===== config.mk =====
export PLATFORM = sky130hd
export DESIGN_NAME = brush_writer_flat
export DESIGN_NICKNAME = d
export VERILOG_FILES = /design/src/rtl/brush_writer_if.sv /design/src/rtl/brush_writer.sv /design/src/flat_wrapper.sv
export SDC_FILE = /design/constraint.sdc
export NUM_CORES = 1
export LEC_CHECK = 0
export CAP_MARGIN = 25
export CELL_PAD_IN_SITES_DETAIL_PLACEMENT = 0
export CELL_PAD_IN_SITES_GLOBAL_PLACEMENT = 1
export CORE_AREA = 10 10 108 110
export CTS_CLUSTER_DIAMETER = 40
export DETAILED_ROUTE_END_ITERATION = 12
export DIE_AREA = 0 0 118 120
export PLACE_DENSITY_LB_ADDON = 0.12
export SYNTH_ARGS = -nofsm -noshare
export SYNTH_HDL_FRONTEND = slang
export SYNTH_SLANG_ARGS = --single-unit
export TNS_END_PERCENT = 100

===== constraint.sdc =====
create_clock -name clk -period 6.2 [get_ports clk]
set_input_delay 1.24 -clock clk [delete_from_list [all_inputs] [get_ports clk]]
set_output_delay 1.24 -clock clk [all_outputs]
set_load 0.01 [all_outputs]

===== src/rtl/brush_writer_if.sv =====
// brush_writer_if
//   Groups the paint/clear request handshake and the pixel-store write strobe
//   of the brush writer.
//   master : request side (brush/cursor logic). Drives req_* and clear_req, and
//            observes req_ready, busy, done and the write strobe.
//   slave  : brush_writer itself.
//   Signals: req_valid/req_ready handshake, req_x/req_y (8b centre),
//            req_color (3b), req_radius (RADIUS_W), clear_req, busy,
//            we/wx/wy/wcolor write strobe, done (last output cycle).
interface brush_writer_if #(
    parameter int RADIUS_W = 2
);
    logic                req_valid;
    logic                req_ready;
    logic [7:0]          req_x;
    logic [7:0]          req_y;
    logic [2:0]          req_color;
    logic [RADIUS_W-1:0] req_radius;
    logic                clear_req;
    logic                busy;
    logic                we;
    logic [7:0]          wx;
    logic [7:0]          wy;
    logic [2:0]          wcolor;
    logic                done;

    modport master (
        output req_valid, req_x, req_y, req_color, req_radius, clear_req,
        input  req_ready, busy, we, wx, wy, wcolor, done
    );

    modport slave (
        input  req_valid, req_x, req_y, req_color, req_radius, clear_req,
        output req_ready, busy, we, wx, wy, wcolor, done
    );
endinterface


===== src/rtl/brush_writer.sv =====
// brush_writer
//   Write-side engine for the square pixel store. Expands a paint request
//   (centre, colour, radius) into a row-major sweep of (2r+1)^2 candidate
//   pixels, one per clock, and a clear command into a full-canvas sweep.
//   Off-canvas candidates still take their cycle but raise no write strobe,
//   so a paint always lasts the same number of cycles.
//   Ports:
//     clk    : system clock
//     reset  : asynchronous, active-low reset
//     bus    : brush_writer_if.slave (request handshake, clear, write strobe)
module brush_writer #(
    parameter int         COORD_W     = 7,
    parameter int         RADIUS_W    = 2,
    parameter logic [2:0] CLEAR_COLOR = 3'b000
) (
    input  logic           clk,
    input  logic           reset,
    brush_writer_if.slave  bus
);
    typedef enum logic [1:0] {IDLE, PAINT, CLEAR} state_t;

    localparam logic signed [9:0] CMAX = 10'((1 << COORD_W) - 1);

    state_t                state, state_n;
    logic                  pend, pend_n;
    logic                  rdy_q, rdy_n;
    logic                  accept;

    logic [7:0]            bx, by, bx_n, by_n;
    logic [RADIUS_W-1:0]   br, br_n;
    logic [2:0]            bcol, bcol_n;
    logic [COORD_W-1:0]    ix, iy, ix_n, iy_n;

    logic signed [9:0]     px_n, py_n;
    logic                  busy_q, we_q, done_q;
    logic                  busy_n, we_n, done_n;
    logic [7:0]            wx_q, wy_q, wx_n, wy_n;
    logic [2:0]            wcolor_q, wcolor_n;

    // Highest sweep index along one side of a brush of half-width r.
    function automatic logic [COORD_W-1:0] last_idx(input logic [RADIUS_W-1:0] r);
        return COORD_W'({r, 1'b0});
    endfunction

    // Canvas coordinate of sweep index i around centre base; 10-bit signed so
    // that both negative and beyond-edge positions stay distinguishable.
    function automatic logic signed [9:0] cand(input logic [7:0]          base,
                                               input logic [RADIUS_W-1:0] r,
                                               input logic [COORD_W-1:0]  i);
        return $signed({2'b00, base}) - $signed(10'(r)) + $signed(10'(i));
    endfunction

    function automatic logic in_canvas(input logic signed [9:0] p);
        return (p >= 10'sd0) && (p <= CMAX);
    endfunction

    // Clear requests (fresh or pending) mask the paint handshake so clear wins.
    assign bus.req_ready = rdy_q & ~bus.clear_req;
    assign accept        = bus.req_valid & bus.req_ready;

    always_comb begin
        state_n = state;
        pend_n  = pend;
        bx_n    = bx;
        by_n    = by;
        br_n    = br;
        bcol_n  = bcol;
        ix_n    = ix;
        iy_n    = iy;
        case (state)
            IDLE: begin
                if (bus.clear_req || pend) begin
                    state_n = CLEAR;
                    pend_n  = 1'b0;
                    ix_n    = '0;
                    iy_n    = '0;
                end else if (accept) begin
                    state_n = PAINT;
                    bx_n    = bus.req_x;
                    by_n    = bus.req_y;
                    br_n    = bus.req_radius;
                    bcol_n  = bus.req_color;
                    ix_n    = '0;
                    iy_n    = '0;
                end
            end
            PAINT: begin
                if (bus.clear_req) pend_n = 1'b1;
                if (ix == last_idx(br)) begin
                    ix_n = '0;
                    if (iy == last_idx(br)) state_n = IDLE;
                    else                    iy_n = iy + 1'b1;
                end else begin
                    ix_n = ix + 1'b1;
                end
            end
            CLEAR: begin
                // A clear arriving mid-sweep earns one more full sweep.
                if (bus.clear_req) pend_n = 1'b1;
                ix_n = ix + 1'b1;
                if (&ix) begin
                    if (&iy) state_n = IDLE;
                    else     iy_n = iy + 1'b1;
                end
            end
            default: state_n = IDLE;
        endcase
    end

    // Outputs are precomputed from the next state so the first candidate
    // appears in the cycle right after acceptance.
    always_comb begin
        px_n     = cand(bx_n, br_n, ix_n);
        py_n     = cand(by_n, br_n, iy_n);
        busy_n   = (state_n != IDLE);
        rdy_n    = (state_n == IDLE) & ~pend_n;
        we_n     = 1'b0;
        done_n   = 1'b0;
        wx_n     = '0;
        wy_n     = '0;
        wcolor_n = '0;
        if (state_n == PAINT) begin
            done_n = (ix_n == last_idx(br_n)) && (iy_n == last_idx(br_n));
            if (in_canvas(px_n) && in_canvas(py_n)) begin
                we_n     = 1'b1;
                wx_n     = 8'(px_n[COORD_W-1:0]);
                wy_n     = 8'(py_n[COORD_W-1:0]);
                wcolor_n = bcol_n;
            end
        end else if (state_n == CLEAR) begin
            we_n     = 1'b1;
            wx_n     = 8'(ix_n);
            wy_n     = 8'(iy_n);
            wcolor_n = CLEAR_COLOR;
            done_n   = (&ix_n) & (&iy_n);
        end
    end

    // ---- control and output register stage ----
    always_ff @(posedge clk or negedge reset) begin
        if (!reset) begin
            state    <= IDLE;
            pend     <= 1'b0;
            rdy_q    <= 1'b0;
            busy_q   <= 1'b0;
            we_q     <= 1'b0;
            done_q   <= 1'b0;
            wx_q     <= '0;
            wy_q     <= '0;
            wcolor_q <= '0;
        end else begin
            state    <= state_n;
            pend     <= pend_n;
            rdy_q    <= rdy_n;
            busy_q   <= busy_n;
            we_q     <= we_n;
            done_q   <= done_n;
            wx_q     <= wx_n;
            wy_q     <= wy_n;
            wcolor_q <= wcolor_n;
        end
    end

    // ---- latched request and sweep position (always reloaded on entry) ----
    always_ff @(posedge clk) begin
        bx   <= bx_n;
        by   <= by_n;
        br   <= br_n;
        bcol <= bcol_n;
        ix   <= ix_n;
        iy   <= iy_n;
    end

    assign bus.busy   = busy_q;
    assign bus.we     = we_q;
    assign bus.done   = done_q;
    assign bus.wx     = wx_q;
    assign bus.wy     = wy_q;
    assign bus.wcolor = wcolor_q;
endmodule


===== src/flat_wrapper.sv =====
// flat-port wrapper written by rule: the top's interface ports become plain ports
module brush_writer_flat 
#(
    parameter int         COORD_W     = 7,
    parameter int         RADIUS_W    = 2,
    parameter logic [2:0] CLEAR_COLOR = 3'b000
)
  (clk, reset, bus_req_valid, bus_req_x, bus_req_y, bus_req_color, bus_req_radius, bus_clear_req, bus_req_ready, bus_busy, bus_we, bus_wx, bus_wy, bus_wcolor, bus_done);
  brush_writer_if #(.RADIUS_W(RADIUS_W)) bus_i ();
  input  logic clk;
  input  logic reset;
  input wire logic [$bits(bus_i.req_valid)-1:0] bus_req_valid;
  input wire logic [$bits(bus_i.req_x)-1:0] bus_req_x;
  input wire logic [$bits(bus_i.req_y)-1:0] bus_req_y;
  input wire logic [$bits(bus_i.req_color)-1:0] bus_req_color;
  input wire logic [$bits(bus_i.req_radius)-1:0] bus_req_radius;
  input wire logic [$bits(bus_i.clear_req)-1:0] bus_clear_req;
  output wire logic [$bits(bus_i.req_ready)-1:0] bus_req_ready;
  output wire logic [$bits(bus_i.busy)-1:0] bus_busy;
  output wire logic [$bits(bus_i.we)-1:0] bus_we;
  output wire logic [$bits(bus_i.wx)-1:0] bus_wx;
  output wire logic [$bits(bus_i.wy)-1:0] bus_wy;
  output wire logic [$bits(bus_i.wcolor)-1:0] bus_wcolor;
  output wire logic [$bits(bus_i.done)-1:0] bus_done;
  assign bus_i.req_valid = bus_req_valid;
  assign bus_i.req_x = bus_req_x;
  assign bus_i.req_y = bus_req_y;
  assign bus_i.req_color = bus_req_color;
  assign bus_i.req_radius = bus_req_radius;
  assign bus_i.clear_req = bus_clear_req;
  assign bus_req_ready = bus_i.req_ready;
  assign bus_busy = bus_i.busy;
  assign bus_we = bus_i.we;
  assign bus_wx = bus_i.wx;
  assign bus_wy = bus_i.wy;
  assign bus_wcolor = bus_i.wcolor;
  assign bus_done = bus_i.done;
  brush_writer #(.COORD_W(COORD_W), .RADIUS_W(RADIUS_W), .CLEAR_COLOR(CLEAR_COLOR)) u_core (.clk(clk), .reset(reset), .bus(bus_i));
endmodule

Word level (Yosys, flattened, before mapping) --
Index checks and enable logic that the tools add are counted.
Storage, ports and cells: flip-flop bits (word level) 61, latch bits 0, memory bits (writable) 0, bits in read-only memories 0, bits of input ports 25, output and inout port bits 23, word-level logic and storage cells 98, memories kept 0
Cells by class: add/subtract/negate cells 6, multiply operators 0, divide/modulo/power cells 0, order comparisons 4, equal/unequal tests 8, shifts and indexed selects 0, mux-type cells 46, bitwise operators 6, reductions and logical operators 13
Operators with widths (number):
- 7-bit 2-to-1 mux | 13
- 8-bit 2-to-1 mux | 8
- 7-bit one-hot mux with 3 select lines | 2
- 7-bit by 3-bit == test with 1-bit output | 4
- 7-bit AND reduction | 4
- 10-bit by 8-bit adder with 10-bit output | 2
- 10-bit by 1-bit greater-or-equal comparator with 1-bit output (second input constant) | 2
- 10-bit by 8-bit less-or-equal comparator with 1-bit output (second input constant) | 2
- 2-bit 2-to-1 mux | 9
- 8-bit by 2-bit subtractor with 9-bit output | 2
- 3-bit 2-to-1 mux | 5
- 7-bit by 1-bit adder with 7-bit output (second input constant) | 2
- 1-bit 2-to-1 mux | 7
- 2-bit one-hot mux with 3 select lines | 1
- 1-bit AND | 4
- 2-bit by 1-bit == test with 1-bit output (second input constant) | 2
- 2-bit == test (second input constant) | 2
- 1-bit logical AND | 4
- 2-bit zero test | 2
- 1-bit NOT | 2
- 1-bit one-hot mux with 2 select lines | 1
- 2-bit nonzero test | 1
- 2-bit OR reduction | 1
- 1-bit logical OR | 1

Depth between registers and ports, before layout --
Gate-level depths: netlist (run 1).
word-level depth 13, gate-level depth with buffers 27

Least setup slack after synthesis (run 1) --
No wires, ideal clock.
path type input -> register, from input port bus_clear_req, to register u_core.wy_q[1] (netlist: u_core.bus.wy[1]), arrival 5.323 ns, setup slack 0.794 ns, cell stages on the path 24, buffers on the path 4, cells stage by stage nor3b_2 -> nor2b_1 -> buf_2 -> buf_1 -> clkbuf_1 -> nand2_1 -> nand2_1 -> inv_1 -> ha_1 -> a21oi_1 -> a2111oi_0 -> nor2_1 -> nor2_1 -> xor2_1 -> ha_1 -> or2_2 -> a21oi_1 -> a21oi_1 -> nor3_1 -> a311oi_1 -> a211oi_1 -> o311ai_4 -> buf_6 -> o22ai_1
On the way: cells in the longest elaborated chain, start to end 13, elaborated cells between the ends (all ways) 38
Ends and longest elaborated chain:
- start, declared | RTL line flat_wrapper.sv:17 | input wire logic [$bits(bus_i.clear_req)-1:0] bus_clear_req;
- 1-bit NOT | RTL line brush_writer.sv:58 | assign bus.req_ready = rdy_q & ~bus.clear_req;
- 1-bit AND | RTL line brush_writer.sv:58
- 1-bit AND | RTL line brush_writer.sv:59 | assign accept = bus.req_valid & bus.req_ready;
- 8-bit 2-to-1 mux | RTL line brush_writer.sv:77 | end else if (accept) begin
- 8-bit 2-to-1 mux (*) | RTL line brush_writer.sv:72 | if (bus.clear_req || pend) begin
- 8-bit 2-to-1 mux (*) | RTL line brush_writer.sv:70 | case (state)
- net u_core.bx_n[0] | RTL line brush_writer.sv:29 | logic [7:0] bx, by, bx_n, by_n;
- 8-bit by 2-bit subtractor with 9-bit output (*) | RTL line brush_writer.sv:50 | return $signed({2'b00, base}) - $signed(10'(r)) + $signed(10'(i));
- 10-bit by 8-bit adder with 10-bit output (*) | RTL line brush_writer.sv:50
- 10-bit by 1-bit greater-or-equal comparator with 1-bit output / 10-bit by 8-bit less-or-equal comparator with 1-bit output (equally long branches) | RTL line brush_writer.sv:54 | return (p >= 10'sd0) && (p <= CMAX);
- 1-bit logical AND (*) | RTL line brush_writer.sv:54
- 1-bit logical AND (*) | RTL line brush_writer.sv:124 | if (in_canvas(px_n) && in_canvas(py_n)) begin
- 7-bit 2-to-1 mux (*) | RTL line brush_writer.sv:124
- 8-bit 2-to-1 mux (*) | RTL line brush_writer.sv:122 | if (state_n == PAINT) begin
- net u_core.wy_n[1] | RTL line brush_writer.sv:37 | logic [7:0] wx_q, wy_q, wx_n, wy_n;
- end signal, assigned | RTL line brush_writer.sv:159 | wy_q <= wy_n;
- end, declared | RTL line brush_writer.sv:37
The timed path passes the listed nets; every way through them passes the cells marked *.

Final worst setup path (run 1) --
from input port bus_clear_req, to register u_core.wx_q[2] (netlist: u_core.bus.wx[2])
On the way: cells in the longest elaborated chain, start to end 13, elaborated cells between the ends (all ways) 38
Ends and longest elaborated chain:
- 1-bit NOT | RTL line brush_writer.sv:58
- 1-bit AND | RTL line brush_writer.sv:58
- 1-bit AND | RTL line brush_writer.sv:59
- 2-bit 2-to-1 mux | RTL line brush_writer.sv:77
- 2-bit 2-to-1 mux (*) | RTL line brush_writer.sv:72
- 2-bit 2-to-1 mux (*) | RTL line brush_writer.sv:70
- net u_core.br_n[0] | RTL line brush_writer.sv:30 | logic [RADIUS_W-1:0] br, br_n;
- 8-bit by 2-bit subtractor with 9-bit output | RTL line brush_writer.sv:50
- 10-bit by 8-bit adder with 10-bit output | RTL line brush_writer.sv:50
- 10-bit by 1-bit greater-or-equal comparator with 1-bit output / 10-bit by 8-bit less-or-equal comparator with 1-bit output (equally long branches) | RTL line brush_writer.sv:54
- 1-bit logical AND | RTL line brush_writer.sv:54
- 1-bit logical AND | RTL line brush_writer.sv:124
- 7-bit 2-to-1 mux (*) | RTL line brush_writer.sv:124
- 8-bit 2-to-1 mux (*) | RTL line brush_writer.sv:122
- net u_core.wx_n[2] | RTL line brush_writer.sv:37
- end signal, assigned | RTL line brush_writer.sv:158 | wx_q <= wx_n;
- end, declared | RTL line brush_writer.sv:37
Marks and branches as above.

==> impl_metrics.toml, run 1 <==
[sta]
clock-skew-final_ns = 0.00934
setup_slack_ns = 0.489
rsz0062_at_grt = "no"
setup_viol = 0
slew_violations = 0
setup_tns_ns = 0
fin_crit_sh_pct = 92.1
slew_headroom_pct = 50.8
max_freq_mhz = 175
period_minus_slack_ns = 5.71
worst_pin_slew_ns = 0.730
final_hold_viol_count = 0

[drt]
viasPerCell = 5.13
wl_per_cell_um = 15.9
drtAntennaViolNets = 0
via_count = 3288
drt_pass1_iterations = 4
drt_iter0_markers = 183
drt_wl_total_um = 10200
drcViolationCount = 0

[setup_path]
crit_type = "primary input to flip-flop"
critPathCaptureType = "flip-flop"
critPathMostFrequentCell = "nand2_1"
worstPathArrival_ns = 5.95
cp.required_ns = 6.44
critPathMaxStageDelay_ns = 0.48
crit_chain = "clkdlybuf4s50_1 > nor3b_2 > nor2b_2 > nand2_1 > nand2_1 > ha_1 > nand2_1 > a2111oi_0 > nor2_1 > nor2_1 > xor2_1 > ha_1 > or2_2 > a21oi_1 > a21oi_1 > nor3_1 > a311oi_1 > a211oi_2 > o311ai_4 > buf_4 > o21ai_0"
crit_path_max_fanout = 12
cp_slowest_cell = "a2111oi_0"
start_kind = "primary input"

[grt]
overflow = 0
grt_pass1_wl_um = 17300
first_global_vias = 3409
grt_max_degree = 25
grt_usage_pct = 14.8
antenna_found_initial = 0

[clock_network]
cts_sinks = 59
cts_tree = "done"
clock-root-buffer = "clkbuf_8"
ctsHtreeMaxLevel = 3
cts_buffers = 9
clkLatencyLatePin_ns = 0.34
cts.clk_slew.worst_paths_ns = 0.07
clockBufferDepth = 2

[floorplanning]
initial_utilization_pct = 39.4
die_x_um = 118
io_pins = 48
die_h_um = 120
fp-row-count = 36
dieArea_um2 = 14200
core-area_um2 = 9550

[final_layout]
nets = 553
drive_gt1_share_pct = 8.46
area.growth.synth_to_final_pct = 21.8
antenna_cells = 0
final_cells = 641

[synth]
async_reset_ff_share_pct = 40.7
ys_seq_area_share_pct = 34.6
synth.most_common_cell = "nand2_1"
yosys_warnings = 0
synth_top_cell_by_area = "dfxtp_1"
yosys-top-cells-area = "dfxtp_1 19%, dfrtp_1 16%, ha_1 7.7%"
syn_inst = 449
netlist_area_um2 = 3760
ys_ff_latch = 59
ys_types = 68
synth_edf_count = 0
synth_top_cell_area_share_pct = 18.6
synth_common_cells = "67 x nand2_1, 40 x inv_1, 35 x dfxtp_1"
syn_area_per_cell_um2 = 8.37
ys.flop_type = "dfxtp_1"

[power]
pwr-share-seq_pct = 26.0
irDropWorstVdd_uv = 202
p_sw_uw = 988
combPwrFrac_pct = 58.3
swShare_pct = 45.0
power-per-cell-area_nw_per_um2 = 480
pwr-share-clk_pct = 15.7
power.internal_mw = 1.21
leakagePower_nw = 2.06

[min_path]
min_path_type = "flip-flop to flip-flop"

[placed_design]
dp_cells = 625
place_ws_ns = -0.0431
dpl.hpwl_um = 8020
gp_congestion = 0.833
portBuffers = 45

[job]
maxCapViolCount = 0

[status]
status = "complete, no violations"
worst max-delay path, delay by kind of cell:
family                   cells  cell delay (ns)
AO/OA/AOI/OAI                7             1.60
XOR/XNOR                     1             0.17
adder cells (fa/ha/maj)      2             0.54
buffers and inverters        2             0.71
AND/OR/NAND/NOR              9             1.66
sequential cells by signal, summed over array words and instances, names as in the netlist, 2 cells and up:
name	flops
u_core.bus.wy	7
u_core.iy	7
u_core.bcol	3
u_core.br	2
u_core.state	2
u_core.bus.wcolor	3
u_core.ix	7
u_core.bx	8
u_core.by	8
u_core.bus.wx	7
cell families after synthesis:
| kind of cell | share of synthesized area (%) |
|---|---|
| AOI/OAI and AO/OA | 19.1 |
| xor gates and xnor gates | 6.76 |
| adders and majority gates | 8.72 |
| buffers and inverters | 5.83 |
| DFF | 34.6 |
| muxes | 2.66 |
| other | 0.0998 |
| and+or+nand+nor | 22.2 |
per-layer routing:
| layer | global-route usage, % | share of wire, % | vias up |
|---|---|---|---|
| li1 | - | - | 1682 |
| met1 | 19.2 | 49 | 1534 |
| met2 | 23.7 | 46 | 61 |
| met3 | 3.09 | 4.0 | 11 |
| met4 | 5.64 | 1.4 | 0 |
| met5 | 0 | 0 | - |
path summary, 6_finish.rpt:
path | start | to | slack, ns | cells past startpoint
max in group asynchronous | reset | u_core.bus.wy[2] | 4.63 | 2
max reg2reg | u_core.state[1] | u_core.bus.wx[2] | 1.22 | 22
min | u_core.bcol[2] | u_core.bcol[2] | 0.44 | 2
max | bus_clear_req | u_core.bus.wx[2] | 0.49 | 21
min reg2reg | u_core.bcol[2] | u_core.bcol[2] | 0.44 | 2
min in group asynchronous | reset | u_core.bus.wcolor[0] | 1.28 | 2
final cells by class:
class	count	area, µm²
clock buffers	10	128
well taps	133	166
multi-input cells	338	2250
inverters	41	156
repair buffers	54	518
fillers	987	4970
flip-flops and latches	59	1300
clock inverters	6	57.6
power groups by stage:
stage,registers (mW),logic [mW],clock network (mW)
after floorplan,0.566,0.970,0
after global placement,0.579,1.27,0
after detailed placement,0.578,1.28,0
after CTS,0.571,1.29,0.352
after global routing,0.587,1.47,0.369
final,0.570,1.28,0.345
stage by stage:
step	area [µm²]	hold WS (ns)	total power, mW	utilization (%)
final	4580	0.441	2.20	47.9
after global routing	4580	0.470	2.42	47.9
after CTS	4570	0.443	2.21	47.9
after detailed placement	4390	0.425	1.85	45.9
after global placement	4390	0.422	1.85	45.9
after floorplan	3760	0.411	1.54	-
what timing repair did:
| item | CTS | global route |
|---|---|---|
| endpoints found under the setup margin | 0 | 9 |
| resized for setup | 0 | 1 |
| setup buffers | 0 | 0 |
| hold buffers | 0 | 0 |
layout by cell type, fill, tap and decap left out, types with 13 or more instances in the layout:
cell	n
nor3_1	18
nor2_1	27
clkdlybuf4s50_1	45
dfxtp_1	35
nand3_1	13
xnor2_1	19
dfrtp_1	24
a21oi_1	26
nand2_1	67
ha_1	23
inv_1	40
o21ai_0	20
Power figures use the tool's default switching activity.
==> run 2: changes to the inputs <==
--- a/config.mk
+++ b/config.mk
@@ -12,7 +12,8 @@
 export CTS_CLUSTER_DIAMETER = 40
 export DETAILED_ROUTE_END_ITERATION = 12
 export DIE_AREA = 0 0 118 120
-export PLACE_DENSITY_LB_ADDON = 0.12
+export PLACE_DENSITY = 0.77
+export SLEW_MARGIN = 20
 export SYNTH_ARGS = -nofsm -noshare
 export SYNTH_HDL_FRONTEND = slang
 export SYNTH_SLANG_ARGS = --single-unit
==> impl_metrics.toml, run 2 (synthesized netlist as in run 1, its figures left out) <==
[status]
status = "complete, no violations"

[final_layout]
final_cells = 641
multiInputGateArea_um2 = 2250
drive_gt1_share_pct = 8.27
nFillCells = 954
nets = 553
seq_area_um2 = 1300
layout_commonest_cell = "nand2_1"
area.growth.synth_to_final_pct = 21.8
antenna_cells = 0
largestRegisters = "u_core.bx (8), u_core.by (8)"
layout_common_cells = "67 x nand2_1, 45 x clkdlybuf4s50_1, 40 x inv_1"

[power]
leakagePower_nw = 2.07
irDropWorstVdd_uv = 209
power-per-cell-area_nw_per_um2 = 480

[grt]
overflow = 0
grt_pass1_wl_um = 16400
grt_usage_pct = 14.1
antenna_found_initial = 0
grt_max_degree = 26
first_global_vias = 3313

[setup_path]
startpoint = "bus_clear_req"
critPathMaxStageDelay_ns = 0.47
cp-endpoint = "u_core.bus.wx[0]"
rrSetupSlack_ns = 1.39
start_kind = "primary input"
crit_chain = "clkdlybuf4s50_1 > nor3b_2 > nor2b_2 > nand2_1 > nand2_1 > ha_1 > nand2_1 > a2111oi_0 > nor2_1 > nor2_1 > xor2_1 > ha_1 > or2_2 > a21oi_1 > a21oi_1 > nor3_1 > a311oi_1 > a211oi_2 > o311ai_4 > buf_4 > o22ai_1"
worstPathArrival_ns = 5.77
reg2reg_from = "u_core.state[1]"
critPathMostFrequentCell = "nand2_1"
crit_type = "primary input to flip-flop"
worstReg2RegEnd = "u_core.bus.wx[0]"
r2r_cells = 22
cp.required_ns = 6.44
critPathCaptureType = "flip-flop"
crit_path_max_fanout = 7
cp_slowest_cell = "clkdlybuf4s50_1"

[clock_network]
cts_hold_repair.buffers = 0
ctsResizeCount = 0
cts_sinks = 59
clockBufferDepth = 2
cts_buffers = 9
cts.clk_slew.worst_paths_ns = 0.07
clkLatencyLatePin_ns = 0.34
clock-root-buffer = "clkbuf_8"
cts_tree = "done"
ctsHtreeMaxLevel = 3
cts_setup_buffers = 0

[sta]
worst_pin_slew_ns = 0.761
max_freq_mhz = 181
period_minus_slack_ns = 5.52
setup_viol = 0
setup_tns_ns = 0
slew_headroom_pct = 48.7
fin_crit_sh_pct = 89.1
rsz0062_at_grt = "no"
clock-skew-final_ns = 0.0119
final_hold_viol_count = 0
slew_violations = 0

[drt]
drt_pass1_iterations = 5
drt_iter0_markers = 187
drt_wl_total_um = 10000
wl_per_cell_um = 15.6
via_count = 3321
viasPerCell = 5.18
drtAntennaViolNets = 0
drcViolationCount = 0

[floorplanning]
fp-row-count = 36
die_h_um = 120
core-area_um2 = 9550
dieArea_um2 = 14200
die_x_um = 118
io_pins = 48
initial_utilization_pct = 39.4

[placed_design]
portBuffers = 45
dp_cells = 625
gp_congestion = 0.845
dpl.hpwl_um = 7880

[job]
maxCapViolCount = 0

[min_path]
min_path_type = "flip-flop to flip-flop"
==> run 2: how the worst min path moves through the flow <==
stage | cells past startpoint | slack (ns) | end | startpoint
2_1_floorplan | 2 | 0.41 | u_core.bcol[0] | u_core.bcol[0]
4_1_cts | 2 | 0.44 | u_core.bcol[2] | u_core.bcol[2]
3_3_place_gp | 2 | 0.43 | u_core.bcol[2] | u_core.bcol[2]
6_report | 2 | 0.45 | u_core.bcol[2] | u_core.bcol[2]
3_5_place_dp | 2 | 0.43 | u_core.bcol[2] | u_core.bcol[2]
5_1_grt | 2 | 0.47 | u_core.bcol[2] | u_core.bcol[2]
==> run 2: report_power, final <==
| group | internal [mW] | leakage, nW | total, mW | switching, mW |
|---|---|---|---|---|
| Clock | 0.185 | 0.0971 | 0.345 | 0.161 |
| Sequential | 0.496 | 0.613 | 0.571 | 0.0749 |
| Combinational | 0.529 | 1.36 | 1.28 | 0.752 |
| Total | 1.21 | 2.07 | 2.20 | 0.987 |
==> run 2: layout make-up <==
| class | count | area share [%] |
|---|---|---|
| multi-input cells | 338 | 49.2 |
| well taps | 133 | 3.64 |
| repair buffers | 54 | 11.3 |
| clock buffers | 11 | 2.87 |
| flip-flops and latches | 59 | 28.4 |
| clock inverters | 5 | 1.18 |
| inverters | 41 | 3.42 |
==> run 2: routing by layer <==
layer	vias to the layer above	GRT usage, %	wire length (µm)
met5	-	0	0
met4	0	5.95	200
met3	15	3.00	494
met2	81	23.1	4610
met1	1539	17.7	4710
li1	1686	-	-
==> run 2: critical path, delay by kind of cell <==
family / cells / cell delay, ns
simple gates: 9 / 1.67
compound gates: 7 / 1.40
buf+inv: 2 / 0.68
fa+ha+maj: 2 / 0.55
xor+xnor: 1 / 0.22
==> run 2: stage by stage <==
stage / worst slack [ns] / utilization (%) / cell area (µm²) / hold slack [ns] / power (mW)
after floorplan: 0.794 / - / 3760 / 0.411 / 1.54
after global placement: 0.256 / 45.9 / 4390 / 0.426 / 1.84
after detailed placement: 0.199 / 45.9 / 4390 / 0.430 / 1.85
after CTS: 0.533 / 47.9 / 4570 / 0.445 / 2.21
after global routing: 0.111 / 47.9 / 4580 / 0.466 / 2.40
final: 0.676 / 47.9 / 4580 / 0.445 / 2.20
==> run 3: changes to the inputs <==
--- a/config.mk
+++ b/config.mk
@@ -10,9 +10,11 @@
 export CELL_PAD_IN_SITES_GLOBAL_PLACEMENT = 1
 export CORE_AREA = 10 10 108 110
 export CTS_CLUSTER_DIAMETER = 40
+export CTS_CLUSTER_SIZE = 12
 export DETAILED_ROUTE_END_ITERATION = 12
 export DIE_AREA = 0 0 118 120
 export PLACE_DENSITY = 0.77
+export SKIP_LAST_GASP = 1
 export SLEW_MARGIN = 20
 export SYNTH_ARGS = -nofsm -noshare
 export SYNTH_HDL_FRONTEND = slang
==> results of run 3 <==
No change in the layout: final DEF, timing and power equal those of run 2.
